[config.mk]
export PLATFORM = sky130hd
export DESIGN_NAME = sim_mem_bridge_flat
export DESIGN_NICKNAME = d
export VERILOG_FILES = /design/src/rtl/sim_mem_bridge_pkg.sv /design/src/rtl/sim_mem_bridge_if.sv /design/src/rtl/sim_mem_bridge_lane_align.sv /design/src/rtl/sim_mem_bridge.sv /design/src/flat_wrapper.sv
export SDC_FILE = /design/constraint.sdc
export NUM_CORES = 1
export LEC_CHECK = 0
export ABC_AREA = 1
export BUFFER_PORTS_ARGS = -buffer_cell sky130_fd_sc_hd__clkbuf_2
export CORE_ASPECT_RATIO = 0.6
export CORE_MARGIN = 2
export CORE_UTILIZATION = 43
export DETAILED_ROUTE_END_ITERATION = 10
export PLACE_DENSITY_LB_ADDON = 0.1
export SETUP_SLACK_MARGIN = 0.3
export SLEW_MARGIN = 10
export SYNTH_ARGS = -nofsm -noshare
export SYNTH_HDL_FRONTEND = slang
export SYNTH_SLANG_ARGS = --single-unit
[constraint.sdc]
create_clock -name clock -period 6 [get_ports clock]
set_clock_uncertainty 0.2 [all_clocks]
set_input_delay 0.9 -clock clock [delete_from_list [all_inputs] [get_ports clock]]
set_output_delay 0.9 -clock clock [all_outputs]
set_load 0.02 [all_outputs]
[src/rtl/sim_mem_bridge_pkg.sv]
// ---------------------------------------------------------------------------
// sim_mem_bridge_pkg : shared constants and types for the simulation memory bridge
// Revision: 1.0
// ---------------------------------------------------------------------------
`default_nettype none

package sim_mem_bridge_pkg;

   localparam logic [63:0] PC_START_DEF = 64'h0000_0000_8000_0000;
   localparam int          IDX_W_DEF    = 16;

   localparam logic [2:0] SIZE_B = 3'd0;
   localparam logic [2:0] SIZE_H = 3'd1;
   localparam logic [2:0] SIZE_W = 3'd2;
   localparam logic [2:0] SIZE_D = 3'd3;

   typedef enum logic [1:0] {
      MB_IDLE   = 2'd0,
      MB_ACCESS = 2'd1,
      MB_RESP   = 2'd2
   } mb_state_e;

   typedef enum logic {
      REQ_IF = 1'b0,
      REQ_LS = 1'b1
   } req_id_e;

   typedef struct packed {
      req_id_e     id;
      logic [63:0] addr;
      logic [2:0]  size;
      logic        wen;
      logic [63:0] wdata;
   } req_t;

   // Illegal sizes map to zero bytes, which yields an empty byte mask.
   function automatic logic [3:0] size_bytes(input logic [2:0] size);
      case (size)
         SIZE_B:  return 4'd1;
         SIZE_H:  return 4'd2;
         SIZE_W:  return 4'd4;
         SIZE_D:  return 4'd8;
         default: return 4'd0;
      endcase
   endfunction

endpackage

`default_nettype wire

[src/rtl/sim_mem_bridge_if.sv]
// ---------------------------------------------------------------------------
// sim_mem_bridge_if : fetch, load/store and RAMHelper signals of the memory bridge
// Revision: 1.0
// ---------------------------------------------------------------------------
`default_nettype none

interface sim_mem_bridge_if #(
   parameter int IDX_W = 16
);
   logic             if_req_valid;
   logic             if_req_ready;
   logic [63:0]      if_addr;
   logic             if_rsp_valid;
   logic [31:0]      if_rsp_data;

   logic             ls_req_valid;
   logic             ls_req_ready;
   logic             ls_wen;
   logic [63:0]      ls_addr;
   logic [2:0]       ls_size;
   logic [63:0]      ls_wdata;
   logic             ls_rsp_valid;
   logic [63:0]      ls_rsp_data;

   logic             rsp_err;

   logic             ram_en;
   logic [IDX_W-1:0] ram_idx;
   logic [63:0]      ram_wdata;
   logic [63:0]      ram_wmask;
   logic             ram_wen;
   logic [63:0]      ram_rdata;

   modport slave (
      input  if_req_valid, if_addr,
      output if_req_ready, if_rsp_valid, if_rsp_data,
      input  ls_req_valid, ls_wen, ls_addr, ls_size, ls_wdata,
      output ls_req_ready, ls_rsp_valid, ls_rsp_data,
      output rsp_err,
      output ram_en, ram_idx, ram_wdata, ram_wmask, ram_wen,
      input  ram_rdata
   );

   modport master (
      output if_req_valid, if_addr,
      input  if_req_ready, if_rsp_valid, if_rsp_data,
      output ls_req_valid, ls_wen, ls_addr, ls_size, ls_wdata,
      input  ls_req_ready, ls_rsp_valid, ls_rsp_data,
      input  rsp_err,
      input  ram_en, ram_idx, ram_wdata, ram_wmask, ram_wen,
      output ram_rdata
   );

endinterface

`default_nettype wire

[src/rtl/sim_mem_bridge_lane_align.sv]
// ---------------------------------------------------------------------------
// mem_lane_align : byte-lane masks, store-data shift and load-data extraction
// Revision: 1.0
// ---------------------------------------------------------------------------
`default_nettype none

module mem_lane_align
   import sim_mem_bridge_pkg::*;
(
   input  logic [2:0]  offset_i,
   input  logic [2:0]  size_i,
   input  logic [63:0] wdata_i,
   input  logic [63:0] rdata_i,
   output logic [7:0]  bmask_o,
   output logic [63:0] wmask_o,
   output logic [63:0] wdata_o,
   output logic [63:0] rdata_o,
   output logic        misalign_o
);

   logic [3:0]  w_nbytes;
   logic [7:0]  w_span;
   logic [63:0] w_keep;
   logic [63:0] w_rshift;

   assign w_nbytes   = size_bytes(size_i);
   assign w_span     = 8'hFF >> (4'd8 - w_nbytes);
   assign bmask_o    = w_span << offset_i;
   assign misalign_o = ({1'b0, offset_i} + w_nbytes) > 4'd8;

   assign wdata_o  = wdata_i << {offset_i, 3'b000};
   assign w_rshift = rdata_i >> {offset_i, 3'b000};
   assign rdata_o  = w_rshift & w_keep;

   for (genvar i = 0; i < 8; i++) begin : g_lane
      assign wmask_o[8*i +: 8] = {8{bmask_o[i]}};
      assign w_keep[8*i +: 8]  = {8{w_span[i]}};
   end

endmodule

`default_nettype wire

[src/rtl/sim_mem_bridge.sv]
// ---------------------------------------------------------------------------
// sim_mem_bridge : arbitrates fetch and load/store requests onto the RAMHelper model
// Revision: 1.0
// ---------------------------------------------------------------------------
`default_nettype none

module sim_mem_bridge
   import sim_mem_bridge_pkg::*;
#(
   parameter logic [63:0] PC_START = PC_START_DEF,
   parameter int          IDX_W    = IDX_W_DEF
)
(
   input  logic             clock,
   input  logic             reset,
   sim_mem_bridge_if.slave  bus
);

   mb_state_e   state_q, state_d;
   req_t        req_q, req_d;
   logic [31:0] if_data_q, if_data_d;
   logic [63:0] ls_data_q, ls_data_d;
   logic        err_q, err_d;

   logic [63:0] w_word;
   logic        w_below;
   logic        w_oor;
   logic        w_badsize;
   logic        w_misalign;
   logic        w_err;
   logic [7:0]  w_bmask;
   logic [63:0] w_wmask;
   logic [63:0] w_wdata;
   logic [63:0] w_rdata;
   logic [63:0] w_rsp;

   mem_lane_align u_align (
      .offset_i   (req_q.addr[2:0]),
      .size_i     (req_q.size),
      .wdata_i    (req_q.wdata),
      .rdata_i    (bus.ram_rdata),
      .bmask_o    (w_bmask),
      .wmask_o    (w_wmask),
      .wdata_o    (w_wdata),
      .rdata_o    (w_rdata),
      .misalign_o (w_misalign)
   );

   assign w_word    = (req_q.addr - PC_START) >> 3;
   assign w_below   = req_q.addr < PC_START;
   assign w_oor     = |w_word[63:IDX_W];
   // An empty byte mask only arises for the illegal sizes 4..7.
   assign w_badsize = (w_bmask == 8'h00);
   assign w_err     = w_below | w_oor | w_badsize | w_misalign;
   assign w_rsp     = w_err ? 64'd0 : w_rdata;

   assign bus.if_rsp_data = if_data_q;
   assign bus.ls_rsp_data = ls_data_q;

   always_ff @(posedge clock) begin
      if (reset) begin
         state_q   <= MB_IDLE;
         req_q     <= '0;
         if_data_q <= '0;
         ls_data_q <= '0;
         err_q     <= 1'b0;
      end else begin
         state_q   <= state_d;
         req_q     <= req_d;
         if_data_q <= if_data_d;
         ls_data_q <= ls_data_d;
         err_q     <= err_d;
      end
   end

   always_comb begin
      state_d          = state_q;
      req_d            = req_q;
      if_data_d        = if_data_q;
      ls_data_d        = ls_data_q;
      err_d            = err_q;
      bus.if_req_ready = 1'b0;
      bus.ls_req_ready = 1'b0;
      bus.if_rsp_valid = 1'b0;
      bus.ls_rsp_valid = 1'b0;
      bus.rsp_err      = 1'b0;
      bus.ram_en       = 1'b0;
      bus.ram_wen      = 1'b0;
      bus.ram_idx      = '0;
      bus.ram_wdata    = '0;
      bus.ram_wmask    = '0;

      case (state_q)
         MB_IDLE: begin
            // The LSU has priority over instruction fetch.
            bus.ls_req_ready = bus.ls_req_valid;
            bus.if_req_ready = bus.if_req_valid & ~bus.ls_req_valid;
            if (bus.ls_req_valid) begin
               req_d   = '{id: REQ_LS, addr: bus.ls_addr, size: bus.ls_size,
                           wen: bus.ls_wen, wdata: bus.ls_wdata};
               state_d = MB_ACCESS;
            end else if (bus.if_req_valid) begin
               req_d   = '{id: REQ_IF, addr: bus.if_addr, size: SIZE_W,
                           wen: 1'b0, wdata: 64'd0};
               state_d = MB_ACCESS;
            end
         end

         MB_ACCESS: begin
            err_d = w_err;
            if (!w_err) begin
               bus.ram_en    = 1'b1;
               bus.ram_wen   = req_q.wen;
               bus.ram_idx   = w_word[IDX_W-1:0];
               bus.ram_wdata = w_wdata;
               bus.ram_wmask = w_wmask;
            end
            if (req_q.id == REQ_IF) begin
               if_data_d = w_rsp[31:0];
            end else begin
               ls_data_d = w_rsp;
            end
            state_d = MB_RESP;
         end

         MB_RESP: begin
            bus.if_rsp_valid = (req_q.id == REQ_IF);
            bus.ls_rsp_valid = (req_q.id == REQ_LS);
            bus.rsp_err      = err_q;
            state_d          = MB_IDLE;
         end

         default: begin
            state_d = MB_IDLE;
         end
      endcase
   end

endmodule

`default_nettype wire

[src/flat_wrapper.sv]
// flat-port wrapper written by rule: the top's interface ports become plain ports
module sim_mem_bridge_flat import sim_mem_bridge_pkg::*;
#(
   parameter logic [63:0] PC_START = PC_START_DEF,
   parameter int          IDX_W    = IDX_W_DEF
)
  (clock, reset, bus_if_req_valid, bus_if_addr, bus_if_req_ready, bus_if_rsp_valid, bus_if_rsp_data, bus_ls_req_valid, bus_ls_wen, bus_ls_addr, bus_ls_size, bus_ls_wdata, bus_ls_req_ready, bus_ls_rsp_valid, bus_ls_rsp_data, bus_rsp_err, bus_ram_en, bus_ram_idx, bus_ram_wdata, bus_ram_wmask, bus_ram_wen, bus_ram_rdata);
  sim_mem_bridge_if #(.IDX_W(IDX_W)) bus_i ();
  input  logic clock;
  input  logic reset;
  input wire logic [$bits(bus_i.if_req_valid)-1:0] bus_if_req_valid;
  input wire logic [$bits(bus_i.if_addr)-1:0] bus_if_addr;
  output wire logic [$bits(bus_i.if_req_ready)-1:0] bus_if_req_ready;
  output wire logic [$bits(bus_i.if_rsp_valid)-1:0] bus_if_rsp_valid;
  output wire logic [$bits(bus_i.if_rsp_data)-1:0] bus_if_rsp_data;
  input wire logic [$bits(bus_i.ls_req_valid)-1:0] bus_ls_req_valid;
  input wire logic [$bits(bus_i.ls_wen)-1:0] bus_ls_wen;
  input wire logic [$bits(bus_i.ls_addr)-1:0] bus_ls_addr;
  input wire logic [$bits(bus_i.ls_size)-1:0] bus_ls_size;
  input wire logic [$bits(bus_i.ls_wdata)-1:0] bus_ls_wdata;
  output wire logic [$bits(bus_i.ls_req_ready)-1:0] bus_ls_req_ready;
  output wire logic [$bits(bus_i.ls_rsp_valid)-1:0] bus_ls_rsp_valid;
  output wire logic [$bits(bus_i.ls_rsp_data)-1:0] bus_ls_rsp_data;
  output wire logic [$bits(bus_i.rsp_err)-1:0] bus_rsp_err;
  output wire logic [$bits(bus_i.ram_en)-1:0] bus_ram_en;
  output wire logic [$bits(bus_i.ram_idx)-1:0] bus_ram_idx;
  output wire logic [$bits(bus_i.ram_wdata)-1:0] bus_ram_wdata;
  output wire logic [$bits(bus_i.ram_wmask)-1:0] bus_ram_wmask;
  output wire logic [$bits(bus_i.ram_wen)-1:0] bus_ram_wen;
  input wire logic [$bits(bus_i.ram_rdata)-1:0] bus_ram_rdata;
  assign bus_i.if_req_valid = bus_if_req_valid;
  assign bus_i.if_addr = bus_if_addr;
  assign bus_if_req_ready = bus_i.if_req_ready;
  assign bus_if_rsp_valid = bus_i.if_rsp_valid;
  assign bus_if_rsp_data = bus_i.if_rsp_data;
  assign bus_i.ls_req_valid = bus_ls_req_valid;
  assign bus_i.ls_wen = bus_ls_wen;
  assign bus_i.ls_addr = bus_ls_addr;
  assign bus_i.ls_size = bus_ls_size;
  assign bus_i.ls_wdata = bus_ls_wdata;
  assign bus_ls_req_ready = bus_i.ls_req_ready;
  assign bus_ls_rsp_valid = bus_i.ls_rsp_valid;
  assign bus_ls_rsp_data = bus_i.ls_rsp_data;
  assign bus_rsp_err = bus_i.rsp_err;
  assign bus_ram_en = bus_i.ram_en;
  assign bus_ram_idx = bus_i.ram_idx;
  assign bus_ram_wdata = bus_i.ram_wdata;
  assign bus_ram_wmask = bus_i.ram_wmask;
  assign bus_ram_wen = bus_i.ram_wen;
  assign bus_i.ram_rdata = bus_ram_rdata;
  sim_mem_bridge #(.PC_START(PC_START), .IDX_W(IDX_W)) u_core (.clock(clock), .reset(reset), .bus(bus_i));
endmodule
==> run summary, run 1 <==
The run finished with clean final reports. The library cell used most frequently in the layout, excluding fill and tap cells, is sky130_fd_sc_hd__nand2_1. The clock sink count came out at 232. For the number of levels in the clock H-tree, the log shows 1. The post-cts sizing count is 0, and the number of buffers added on ports is 510.

STA classifies the critical path endpoint as an output port. In the layout the commonest cells are 526 x sky130_fd_sc_hd__nand2_1, 508 x sky130_fd_sc_hd__clkbuf_2, 349 x sky130_fd_sc_hd__a21oi_1. The logs give 56.69 mm for the routed wire length and 0 for the number of max-slew violations in the final report. Yosys mapped a number of flops with a built-in enable equal to 0.

In this run the power spent charging and discharging nets is 0.001681 W. Counting flops and latches in the post-synthesis netlist gives 232. The unique cell type count in the Yosys netlist is 44. The count of nets left with antenna violations once routing finished came out at 0.

The total power density per cell area was 257.4 nW/um2. The total overflow left after global routing is 0. Final hold violation count: 0.

The share of the clock period used by the worst path was 86.58%; the y dimension of the die was 147.3 um. The number of standard cells after synthesis was 2358; the routed wire length per instance was 17.92 um. The first global-routing pass estimated 86.82 mm of wire. Of the cells placed in the final design, the portion with a size suffix greater than 1 is 24.99%. Kind of critical path: flip-flop to output port. The critical path goes through nor3_2 -> ha_1 -> inv_1 -> fa_1 -> nand2_1 -> nor3_1 -> nor2_1 -> nor2_1 -> nand2_1 -> nor2_1 -> nand3_1 -> nor2_4 -> nand4_1 -> buf_6 -> buf_6 -> nor3_2 -> clkbuf_2.

sky130_fd_sc_hd__dfxtp_1 takes more of the synthesized area than any other cell. Data arrival time of the worst path: 4.09 ns. After layout, the worst setup slack is 0.8051 ns. The fraction of synthesized cell area taken by the top area cell type works out to 31.56%. The overall power consumption was 0.004562 W; the cell-internal power was 0.002881 W. For the post-layout net count, the log shows 2951.

The clock root buffer is sky130_fd_sc_hd__clkbuf_16. The logs give 24 for the number of buffers created by CTS and 4656 um2 for the area taken by flip-flops and latches. In this run the static leakage power is 8.092 nW. The tightest slew margin relative to the limit is 26.30%, and the mean instance size in the synthesized netlist is 6.241 um2.

For this block, the initial DRC count from the detailed router was 1685. Before antenna repair, the detailed router went through 6 iterations. The detailed-route DRC error count came out at 0. In the global route stage, overall resource usage came out at 30.49%. The logs give 42.46 mm for the post-DP HPWL and 0.2619 ns for the final worst hold slack.

Dividing the detail-routed via count by the number of cells gives 5.311. Net switching is 36.84% of the power. Buffers inserted to repair hold after CTS numbered 0. The most instantiated flip-flop cell in the synthesis netlist is sky130_fd_sc_hd__dfxtp_1. The worst register-to-register path has a setup slack of 2.14 ns.

The most numerous cell type found on the critical path is sky130_fd_sc_hd__nor2_1. Sequential cells account for 38.1% of the total power. For the synthesized netlist net count, the log shows 2629. The proportion of power drawn by combinational gates is 28.5%. In this design, the stage delay of the slowest critical-path cell is 0.49 ns.

The highest attainable clock frequency is 192.5 MHz. In this run the worst hold path is classified as flip-flop to flip-flop. The clock network burns 33.4% of the power. For this run, the number of standard cells in the final layout without fillers is 3163. TritonCTS built the clock tree. In this run the core area contains 52 standard-cell rows.

The kind of cell adding the most delay to the critical path was simple AND/OR/NAND/NOR gates. Entering global routing, the biggest net connects 130 pins. The worst-case setup slack after placement was 1.069 ns. 511 I/O pins were placed. Once the floorplan was initialized, standard cells occupied 43.67% of the core. The total area of multi-input combinational cells was 8239 um2. The maximum fanout along the worst path is 48.

For the finished layout, the period the worst path requires is 5.195 ns. Setup violations remaining at the end of the flow were counted as 0. The area growth from synthesis to layout is 20.43%.

The tools report the number of global-route vias before repair as 15320. Clock latency on the worst-skew pair, taken at its later pin, is 0.55 ns. CTS clock-pin slew for the worst setup and hold paths: 0.07 ns.

The sequential share of the synthesized area is 31.56%. For this run, the number of Yosys warnings is 0. The die is 242.8 um wide. Reported max-cap violation count: 0. The type of origin of the critical path was a flip-flop.

The core region area was 33700 um2; the maximum vdd ir drop was 0.0002065 V. In this run the deepest clock path goes through 3 buffers. On the critical path, the stage with the largest delay is an instance of sky130_fd_sc_hd__fa_1. The slew at the pin closest to its max-slew limit works out to 1.104 ns.

STA puts the critical path data required time at 4.90 ns. Sorting the synthesized cells by area gives the leading types as sky130_fd_sc_hd__dfxtp_1 32%, sky130_fd_sc_hd__nand2_1 13%, sky130_fd_sc_hd__a21oi_1 12%. The total via count in the routed design is 16800.

Setup repair after global routing left no endpoint under its margin. Routability-driven placement finished with a final weighted congestion of 0.9432. Number of buffers and inverters on the critical path: 4.

The floorplan step defined a die boundary enclosing 35770 um2. In this run the cell area of the synthesized design comes to 14720 um2. Including well taps, the total number of placed cells is 3113.

After filler insertion, the fill cell instance count of the layout stands at 3578. The number of antenna violations at the first check in global routing was 8; the post-CTS setup buffer count was 0. Summed over all failing endpoints, the final setup total negative slack is 0 ns. Share of synthesized flip-flops with an asynchronous set or reset: 0%.
==> stage by stage <==
stage          util, %  cell area (um2)
3_3_place_gp     50.07            16870
4_1_cts          52.41            17660
6_report         52.59            17720
5_1_grt          52.57            17720
3_5_place_dp     50.07            16870
2_1_floorplan        -            14720
==> power groups by stage <==
stage               clock network, W  logic (W)  registers, W
floorplan                          0   0.000825       0.00178
global placement                   0    0.00127       0.00177
CTS                          0.00155    0.00128       0.00174
global route                 0.00161    0.00144       0.00175
detailed placement                 0    0.00127       0.00177
finish                       0.00152    0.00130       0.00174
==> metal layers <==
layer	GRT usage (%)	part of all wire (%)	routed length, um	vias up
met5	0	0.023	13	-
met4	7.270	2.0	1128	2
met3	5.645	7.2	4098	74
met2	46.17	43	24510	615
met1	44.63	48	26940	7734
li1	-	-	-	8374
==> synthesized netlist by cell type (3+ instances only) <==
| cell | count |
|---|---|
| sky130_fd_sc_hd__a211oi_1 | 27 |
| sky130_fd_sc_hd__a21oi_1 | 349 |
| sky130_fd_sc_hd__a221oi_1 | 4 |
| sky130_fd_sc_hd__a311oi_1 | 4 |
| sky130_fd_sc_hd__a31oi_1 | 3 |
| sky130_fd_sc_hd__buf_1 | 19 |
| sky130_fd_sc_hd__buf_2 | 9 |
| sky130_fd_sc_hd__buf_4 | 56 |
| sky130_fd_sc_hd__buf_6 | 10 |
| sky130_fd_sc_hd__clkbuf_1 | 143 |
| sky130_fd_sc_hd__clkinv_1 | 4 |
| sky130_fd_sc_hd__dfxtp_1 | 232 |
| sky130_fd_sc_hd__ha_1 | 6 |
| sky130_fd_sc_hd__inv_1 | 179 |
| sky130_fd_sc_hd__inv_2 | 6 |
| sky130_fd_sc_hd__mux2i_1 | 20 |
| sky130_fd_sc_hd__nand2_1 | 527 |
| sky130_fd_sc_hd__nand3_1 | 65 |
| sky130_fd_sc_hd__nand4_1 | 41 |
| sky130_fd_sc_hd__nor2_1 | 262 |
| sky130_fd_sc_hd__nor2_2 | 27 |
| sky130_fd_sc_hd__nor2_4 | 4 |
| sky130_fd_sc_hd__nor3_1 | 18 |
| sky130_fd_sc_hd__nor3_2 | 37 |
| sky130_fd_sc_hd__o211ai_1 | 10 |
| sky130_fd_sc_hd__o21ai_0 | 268 |
| sky130_fd_sc_hd__or2_2 | 5 |
==> sequential cells by signal, summed over array words and instances (netlist names) <==
| signal | flops |
|---|---|
| u_core.bus.if_rsp_data | 32 |
| u_core.bus.ls_rsp_data | 64 |
| u_core.state_q | 2 |
| u_core.req_q | 133 |
| u_core.err_q | 1 |
==> kinds of logic (layout without fill, tap and decap cells) <==
logic type                 after synthesis  in the layout  share of synthesized area, %
AOI/OAI and AO/OA                      677            677                         24.15
buffers and inverters                  426            765                         12.88
muxes                                   21             21                         1.437
DFF                                    232            232                         31.56
adders and majority gates                7              7                        0.6461
and+or+nand+nor                        995            995                         29.33
other                                    0              7                             0
==> final timing paths <==
path,startpoint,endpoint,depth (start not counted)
setup / recovery,u_core.req_q[65],bus_ram_wdata[12],17
hold / removal,u_core.req_q[40],u_core.req_q[40],2
setup reg to reg,u_core.req_q[65],u_core.bus.if_rsp_data[14],15
hold reg to reg,u_core.req_q[40],u_core.req_q[40],2
==> final cells by class <==
type / instances / share of cell area [%]
flip-flops and latches: 232 / 26.27
clock inverters: 11 / 0.6707
well taps: 459 / 3.240
diodes: 7 / 0.09884
inverters: 189 / 4.003
clock buffers: 32 / 3.784
repair buffers: 533 / 15.45
multi-input cells: 1700 / 46.49
==> worst reg2reg max path, delay by kind of cell, from the launching register on <==
kind,cells,cell delay [ns]
adders and majority gates,2,0.72
AOI/OAI and AO/OA,1,0.22
buffers and inverters,2,0.41
DFF,1,0.36
and+or+nand+nor,10,1.88
(Power assumes the default switching activity.)
==> inputs of run 2 (changes only) <==
--- a/config.mk
+++ b/config.mk
@@ -5,11 +5,12 @@
 export SDC_FILE = /design/constraint.sdc
 export NUM_CORES = 1
 export LEC_CHECK = 0
-export ABC_AREA = 1
-export BUFFER_PORTS_ARGS = -buffer_cell sky130_fd_sc_hd__clkbuf_2
+export BUFFER_PORTS_ARGS = -buffer_cell sky130_fd_sc_hd__buf_2
+export CELL_PAD_IN_SITES_DETAIL_PLACEMENT = 2
+export CELL_PAD_IN_SITES_GLOBAL_PLACEMENT = 2
 export CORE_ASPECT_RATIO = 0.6
 export CORE_MARGIN = 2
-export CORE_UTILIZATION = 43
+export CORE_UTILIZATION = 30
 export DETAILED_ROUTE_END_ITERATION = 10
 export PLACE_DENSITY_LB_ADDON = 0.1
 export SETUP_SLACK_MARGIN = 0.3
==> run summary, run 2 <==
Among the stages of the critical path, the cell type that occurs most often is sky130_fd_sc_hd__inv_1. Traced cell by cell, the critical path runs through or3_1 -> inv_1 -> ha_1 -> inv_1 -> fa_1 -> xnor2_1 -> nor3b_1 -> o32ai_1 -> nor4_2 -> nand4_4 -> buf_12 -> nor4_1 -> buf_4 -> buf_2. Most common cell after layout, fill and taps aside: sky130_fd_sc_hd__buf_2. In this run, the number of DRC markers left after iteration 0 of detailed routing was 897.

The min-delay analysis places its worst path in the category flip-flop to flip-flop. For the pin with the worst max-slew slack, the measured transition is 1.111 ns. Summing the areas of all compound-gate instances in the mapped netlist gives 17.03% of the synthesized area. Post-synthesis mux area share: 20.43%. For this run, the slowest stage of the critical path takes 0.43 ns.

Based on the critical path, the design can be clocked at up to 185.5 MHz. In this run the cell area of the synthesized design comes to 13680 um2. The full die area was 47360 um2.

Sequential cells were found to cover 33.96% of the synthesized design area. The number of antenna violations at the first check in global routing is 6, and the number of levels in the clock H-tree is 1. The routed layout has 14030 vias. The worst setup path is captured at an output port.

In the post-synthesis netlist, the cell with the most instances is sky130_fd_sc_hd__nor2_1. By area the synthesized netlist is led by sky130_fd_sc_hd__dfxtp_1 34%, sky130_fd_sc_hd__mux2i_1 12%, sky130_fd_sc_hd__mux4_2 7.1%. Counting the fill cells in the layout gives 5132.

The register with the most flip-flops in the layout has 133 of them. Summed over all layers, the global routing overflow is 0. The post-layout net count is 2236, and the mean instance size in the synthesized netlist is 8.553 um2. The tools report the clock sink count as 232. For the detailed-route DRC error count, the log shows 0.

Wires add up to 63.94 mm. The die span in x was 279.6 um; the clock latency on the worst-skew pair was 0.56 ns. The total area inside the core boundary comes to 44890 um2. Entering global routing, the biggest net connects 92 pins. From bottom edge to top edge, the die measures 169.4 um. Relative to the synthesized area, the layout overhead comes to 25.17%.

The wire length of the first global-routing pass is 94.34 mm, and the synthesized netlist net count is 1870. The post-route setup TNS is 0 ns, and the final critical path time including I/O delays and setup is 5.392 ns. The worst-case setup slack after placement is 1.164 ns.

The flow ran to the end, and the final reports show no timing, DRC or antenna violations. The run gives 25.96% as the tightest slew margin relative to the limit. Counting flops with a built-in enable in the synthesized netlist gives 0. Unique cell type count in the Yosys netlist: 58. After detailed routing, the average wire length per cell comes to 24.85 um.

The run gives 0 as the final hold violation count. Cell with the largest stage delay on the worst path: sky130_fd_sc_hd__nor4_2. The share of synthesized flip-flops with an asynchronous set or reset was 0%; the via-per-instance ratio was 5.453. By count the netlist is led by 248 x sky130_fd_sc_hd__nor2_1, 232 x sky130_fd_sc_hd__dfxtp_1, 161 x sky130_fd_sc_hd__mux2i_1, 122 x sky130_fd_sc_hd__nand2_1, 99 x sky130_fd_sc_hd__clkbuf_1. Of the total synthesized cell area, the portion taken by XOR and XNOR cells is 0.3202%. Across every metal layer, demand over resource in global routing totals 26.11%. In the final layout, flip-flops and latches occupy 4656 um2. The total of warnings raised by yosys is 0, and the number of buffers created by CTS is 26.

Setup repair after global routing left no endpoint under its margin. The tools report the total area of multi-input combinational cells as 7948 um2. After technology mapping, the gate count stands at 1599. TritonCTS built the clock tree. Among all flip-flop cells after synthesis, the most frequent one is sky130_fd_sc_hd__dfxtp_1.

The initial standard-cell utilization of the core is 30.46%, and the fraction of synthesized cell area taken by the top area cell type is 33.96%. After clock tree synthesis, the clock-pin slew on the worst setup and hold paths is 0.07 ns. The number of placed instances, taps included, is 2526. The finished layout holds 2573 standard cells, fillers aside. The logs give 0.8542 for the final weighted congestion in routability-driven placement and 0.2484 ns for the final worst hold slack. The number of global-route vias before repair came out at 14290.

The main combinational cell family by area after synthesis was multiplexers. The reported max-cap violation count is 0. The share of post-route cells with drive strength above 1 came out at 33.97%.

In the layout the commonest cells are 508 x sky130_fd_sc_hd__buf_2, 246 x sky130_fd_sc_hd__nor2_1, 229 x sky130_fd_sc_hd__dfxtp_1. The first TritonRoute pass finished after 5 iterations. Counting along the longest clock path gives a buffer depth of 3.

Type of origin of the critical path: a flip-flop. The post-DP HPWL was 47.77 mm; the final worst slack was 0.6083 ns. Summing the areas of all and, or, nand and nor instances in the mapped netlist gives 19.21% of the synthesized area. After Yosys synthesis, full adders, half adders and majority gates account for 0.6953% of the synthesized area. By startpoint and endpoint, the worst setup path is classified as flip-flop to output port. Data on the critical path arrives at its endpoint at 4.29 ns. For the number of max-slew violations in the final report, the log shows 0. The logs give 7.385 nW for the cell leakage power and 60 for the number of rows created at floorplan. The share of the clock period used by the worst path works out to 89.86%. The top-level I/O count came out at 511. Clock tree synthesis selected as its root buffer the cell sky130_fd_sc_hd__clkbuf_16.

Setup violations remaining at the end of the flow were counted as 0. During placement, the flow inserted port buffers numbering 510. Once detail routing completed, the nets flagged for antenna violations numbered 0.

Largest register by flop count: u_core.req_q. Library cell with the largest summed area after synthesis: sky130_fd_sc_hd__dfxtp_1. For the worst setup path, the data required time is 4.90 ns. The run gives 0.0001520 V as the maximum vdd ir drop. After synthesis the netlist holds a flip-flop and latch count of 232. In this run the power density over the cells is 269.7 nW/um2. Maximum fanout along the worst path: 91. For this run, the share of the core covered by cells in the final layout is 38.13%.
-- run 2: cell count changes after synthesis, sizes merged, moves of 53 or more --
cell and delta:
a22oi +68, nand2 -408, inv -159, mux2i +141, a21oi -287, nand3 -53
o21ai -185
-- run 2: logic make-up (layout without fill, tap and decap cells) --
kind of cell / Yosys count / after routing
buf+inv: 227 / 609
simple gates: 553 / 553
other cells: 0 / 3
mux: 223 / 223
flops: 232 / 232
xor+xnor: 5 / 5
fa+ha+maj: 7 / 7
compound gates: 352 / 352
-- run 2: area by class of cell --
class | instances | share of cell area [%]
Clock buffer | 38 | 4.598
Antenna cell | 3 | 0.04386
Sequential cell | 232 | 27.20
Inverter | 26 | 0.5701
Timing Repair Buffer | 539 | 16.29
Clock inverter | 6 | 0.5701
Tap cell | 589 | 4.305
Multi-Input combinational cell | 1140 | 46.43
-- run 2: power breakdown --
group          switching (W)  leakage (nW)  internal (W)  total, W
Sequential          0.000120          1.90       0.00162   0.00174
Combinational       0.000736          5.06      0.000432   0.00117
Clock               0.000717         0.431      0.000991   0.00171
-- run 2: worst max-delay path: cells and delay by family (launching register included) --
family                   cells  cell delay, ns
AO/OA/AOI/OAI                1            0.19
XOR/XNOR                     1            0.14
adder cells (fa/ha/maj)      2            0.58
buffers and inverters        5            0.79
flip-flops                   1            0.35
AND/OR/NAND/NOR              5            1.57
-- run 2: worst paths after layout --
path / start / endpoint / slack (ns) / depth (start not counted)
max: u_core.req_q[65] / bus_ram_wmask[1] / 0.61 / 14
min: u_core.bus.ls_rsp_data[37] / u_core.bus.ls_rsp_data[37] / 0.25 / 2
max reg2reg: u_core.req_q[69] / u_core.bus.if_rsp_data[11] / 2.00 / 9
min reg2reg: u_core.bus.ls_rsp_data[37] / u_core.bus.ls_rsp_data[37] / 0.25 / 2
-- run 2: timing repair --
action | in CTS | in global routing
endpoints found under the setup margin | 0 | 40
setup buffers | 0 | 0
gates resized for setup | 0 | 1
hold buffers | 0 | 0
-- run 2: metal layers --
layer | global-route usage (%) | vias to the layer above | share of wire, %
met5 | 0 | - | 0
met4 | 4.278 | 0 | 1.5
met3 | 3.029 | 64 | 4.8
met2 | 41.43 | 414 | 45
met1 | 38.50 | 7084 | 48
li1 | - | 6469 | -
-- run 2: metrics by stage --
stage | total power [W] | instance area (um2)
floorplan | 0.002462 | 13680
global placement | 0.002893 | 16220
detailed placement | 0.002926 | 16220
CTS | 0.004645 | 17110
global route | 0.004835 | 17120
finish | 0.004617 | 17120
==> inputs of run 3 (changes only) <==
--- a/config.mk
+++ b/config.mk
@@ -10,7 +10,8 @@
 export CELL_PAD_IN_SITES_GLOBAL_PLACEMENT = 2
 export CORE_ASPECT_RATIO = 0.6
 export CORE_MARGIN = 2
-export CORE_UTILIZATION = 30
+export CORE_UTILIZATION = 28
+export CTS_CLUSTER_SIZE = 16
 export DETAILED_ROUTE_END_ITERATION = 10
 export PLACE_DENSITY_LB_ADDON = 0.1
 export SETUP_SLACK_MARGIN = 0.3
==> constraint.sdc (replaced) <==
create_clock -name clock -period 5.59 [get_ports clock]
set_clock_uncertainty 0.2 [all_clocks]
set_input_delay 0.8385 -clock clock [delete_from_list [all_inputs] [get_ports clock]]
set_output_delay 0.8385 -clock clock [all_outputs]
set_load 0.02 [all_outputs]
==> run summary, run 3 (synthesized netlist as in run 2, its figures left out) <==
The run gives 171 as the maximum number of pins on one net before global-route repair. The register with the most flip-flops in the layout has 133 of them. The worst register-to-register path ends at u_core.bus.if_rsp_data[30]. Dividing total power by cell area gives a power density of 291.9 nW/um2.

The run gives 14010 as the total via count in the routed design. Ranked by flip-flop count, first place goes to u_core.req_q. The internal portion of the total power is 0.003349 W. For the tightest slew margin relative to the limit, the log shows 15.70%. TritonCTS built the clock tree. Adding up every negative setup slack in the final design gives 0 ns. The slew at the pin closest to its max-slew limit is 1.255 ns. For the remaining antenna violation count after routing, the log shows 0. Global routing finished with a remaining overflow of 0.

The net load switching power was 0.001753 W. The kind of critical path is flip-flop to output port. The die span in x was 289.3 um. In the routed design, unresolved DRC markers number 0.

The later pin in the worst-skew pair is clocked with a latency of 0.58 ns. The count of buffers added on input and output ports is 510. The number of global-route vias before repair was 14320; the clock sink count was 232. Relative to the synthesized area, the layout overhead comes to 27.80%. The run finished with clean final reports. Derived from the worst setup path, the maximum achievable clock frequency is 200.2 MHz. The initial standard-cell utilization of the core came out at 28.48%. Summing all placed instances gives a cell area of 16300 um2. For this run, the post-layout net count is 2245.

The routed design could run at a clock period as short as 4.996 ns. The maximum buffer depth of the clock tree was 3; the share of the clock period used by the worst path was 89.37%. The sequential share of power came out at 36.2%. The tools report the maximum vdd ir drop as 0.0001703 V. In the final routed layout, each cell accounts on average for 24.77 um. Summed over all nets, the half-perimeter wirelength after detailed placement is 48.19 mm. The run gives 0.005102 W as the overall power consumption.

The most critical setup path has its endpoint at bus_ram_wmask[29]. The proportion of power drawn by combinational gates is 25.3%, and the number of rows created at floorplan is 62. The library cells used most frequently in the layout, excluding fill and tap cells, are 507 x sky130_fd_sc_hd__buf_2, 245 x sky130_fd_sc_hd__nor2_1, 229 x sky130_fd_sc_hd__dfxtp_1. The most common cell after layout, fill and taps aside was sky130_fd_sc_hd__buf_2.

After clock tree synthesis, the clock-pin slew on the worst setup and hold paths is 0.07 ns. The tools report the reported max-cap violation count as 0. In this run, post-CTS hold repair placed 0 buffers.

The first TritonRoute pass finished after 6 iterations. The run gives 8 as the number of antenna violations at the first check in global routing. Data on the critical path is required at its endpoint by 4.55 ns. The routed design has 65.45 mm of wire. For the worst setup path, the data arrival time is 3.96 ns. Setup violations remaining at the end of the flow were counted as 0. Of the total power, the share spent switching nets is 34.36%. The run gives 5514 as the layout filler cell count. Global routing used 38.00% of the available met2 tracks. The full die area came out at 50680 um2. Number of buffers created by CTS: 27.

The tools report the number of DRC markers in iteration 0 as 861. The most critical setup path has its startpoint at u_core.req_q[65]. The maximum fanout along the worst path is 8, and the cell leakage power is 7.510 nW. For the register-to-register setup slack, the log shows 1.32 ns. The endpoint type of the worst setup path is an output port. The die is 175.2 um tall.

With fillers left out, the area of the finished cells amounts to 17480 um2. Global routing consumed, on the met1 layer, 36.84% of the routing resources. For this run, the number of standard cells in the final layout without fillers is 2643.

The post-layout utilization of the core is 36.40%. The run gives 38.5% as the proportion of power drawn by the clock network. The wire length of the first global-routing pass is 94.83 mm.

For the final weighted congestion in routability-driven placement, the log shows 0.8293. The logs give 0 for the number of max-slew violations in the final report and 511 for the top-level I/O count. Total global-route track usage: 24.66%. met2 is the most crowded layer.

Type of origin of the critical path: a flip-flop. After detailed placement, the design holds a cell count of 2577. The number of levels in the clock H-tree is 1. Setup repair after global routing could not meet its margin everywhere.

The tools report the beginning of the worst register-to-register path as u_core.req_q[65]. In the global route stage, met3 resource usage came out at 2.990%. In this run the standard cell core region covers 48020 um2.

Measured in cells, the most critical reg-to-reg path has a length of 14. The tree is rooted in a sky130_fd_sc_hd__clkbuf_16. The post-route netlist has 35.14% of its cells at a drive strength greater than 1. In the routed layout, each cell is associated on average with a via count of 5.302.

For the final hold violation count, the log shows 0. Worst min-delay path class: flip-flop to flip-flop.
-- run 3: changes by cell type in the layout (fill, tap and decap cells not counted), sizes merged --
cell / change
bufinv: +2
inv: +2
clkbuf: -4
buf: +6
diode: +5
clkinv: +8
-- run 3: repair_timing --
| item | CTS | global route |
|---|---|---|
| pin swaps | 2 | 0 |
| setup endpoints to repair | 134 | 117 |
| buffers inserted | 5 | 1 |
| gates resized for setup | 2 | 17 |
| gates cloned | 0 | 2 |
-- run 3: power by group through the flow --
stage	Combinational (W)	Sequential [W]	Clock [W]
floorplan	0.000811	0.00183	0
detailed placement	0.00127	0.00188	0
global placement	0.00124	0.00188	0
finish	0.00129	0.00185	0.00196
CTS	0.00128	0.00185	0.00202
global route	0.00140	0.00186	0.00209
-- run 3: how the worst min path moves through the flow --
stage,slack [ns],cells after the start,start,endpoint
2_1_floorplan,0.26,2,u_core.req_q[56],u_core.req_q[56]
3_3_place_gp,0.23,2,u_core.bus.ls_rsp_data[15],u_core.bus.ls_rsp_data[15]
3_5_place_dp,0.24,2,u_core.bus.if_rsp_data[20],u_core.bus.if_rsp_data[20]
4_1_cts,0.26,2,u_core.bus.if_rsp_data[20],u_core.bus.if_rsp_data[20]
5_1_grt,0.27,2,u_core.bus.if_rsp_data[2],u_core.bus.if_rsp_data[2]
6_report,0.25,2,u_core.bus.if_rsp_data[3],u_core.bus.if_rsp_data[3]
-- run 3: per-stage QoR --
step | hold WS (ns) | setup slack, ns
after floorplan | 0.2607 | -0.1240
after global placement | 0.2335 | 0.6641
after detailed placement | 0.2395 | 0.4895
after CTS | 0.2551 | 0.4098
after global routing | 0.2737 | 0.2682
final | 0.2530 | 0.5941
-- run 3: worst max-delay path, cell delays in order (launching register included) --
cell and delay, ns:
sky130_fd_sc_hd__dfxtp_1 0.35, sky130_fd_sc_hd__or3_4 0.40, sky130_fd_sc_hd__inv_1 0.09, sky130_fd_sc_hd__ha_1 0.16, sky130_fd_sc_hd__inv_1 0.06, sky130_fd_sc_hd__fa_1 0.41, sky130_fd_sc_hd__xnor2_1 0.15, sky130_fd_sc_hd__nor3b_2 0.20
sky130_fd_sc_hd__o32ai_2 0.14, sky130_fd_sc_hd__nor4_2 0.22, sky130_fd_sc_hd__buf_4 0.16, sky130_fd_sc_hd__nand4_4 0.17, sky130_fd_sc_hd__buf_12 0.23, sky130_fd_sc_hd__nor4_2 0.24, sky130_fd_sc_hd__buf_4 0.21, sky130_fd_sc_hd__buf_2 0.17
-- run 3: cell type report --
class,count,area [um2],area share [%]
diodes,8,20.02,0.1145
multi-input cells,1140,8026,45.93
clock inverters,18,222.7,1.274
inverters,26,97.59,0.5584
well taps,640,800.8,4.582
clock buffers,32,735.7,4.210
flip-flops and latches,232,4656,26.64
repair buffers,547,2918,16.70
-- run 3: per-layer routing --
| metal | up-vias | part of all wire, % |
|---|---|---|
| met4 | 0 | 1.3 |
| met1 | 7100 | 49 |
| met5 | - | 0 |
| met2 | 367 | 45 |
| li1 | 6492 | - |
| met3 | 53 | 5.5 |
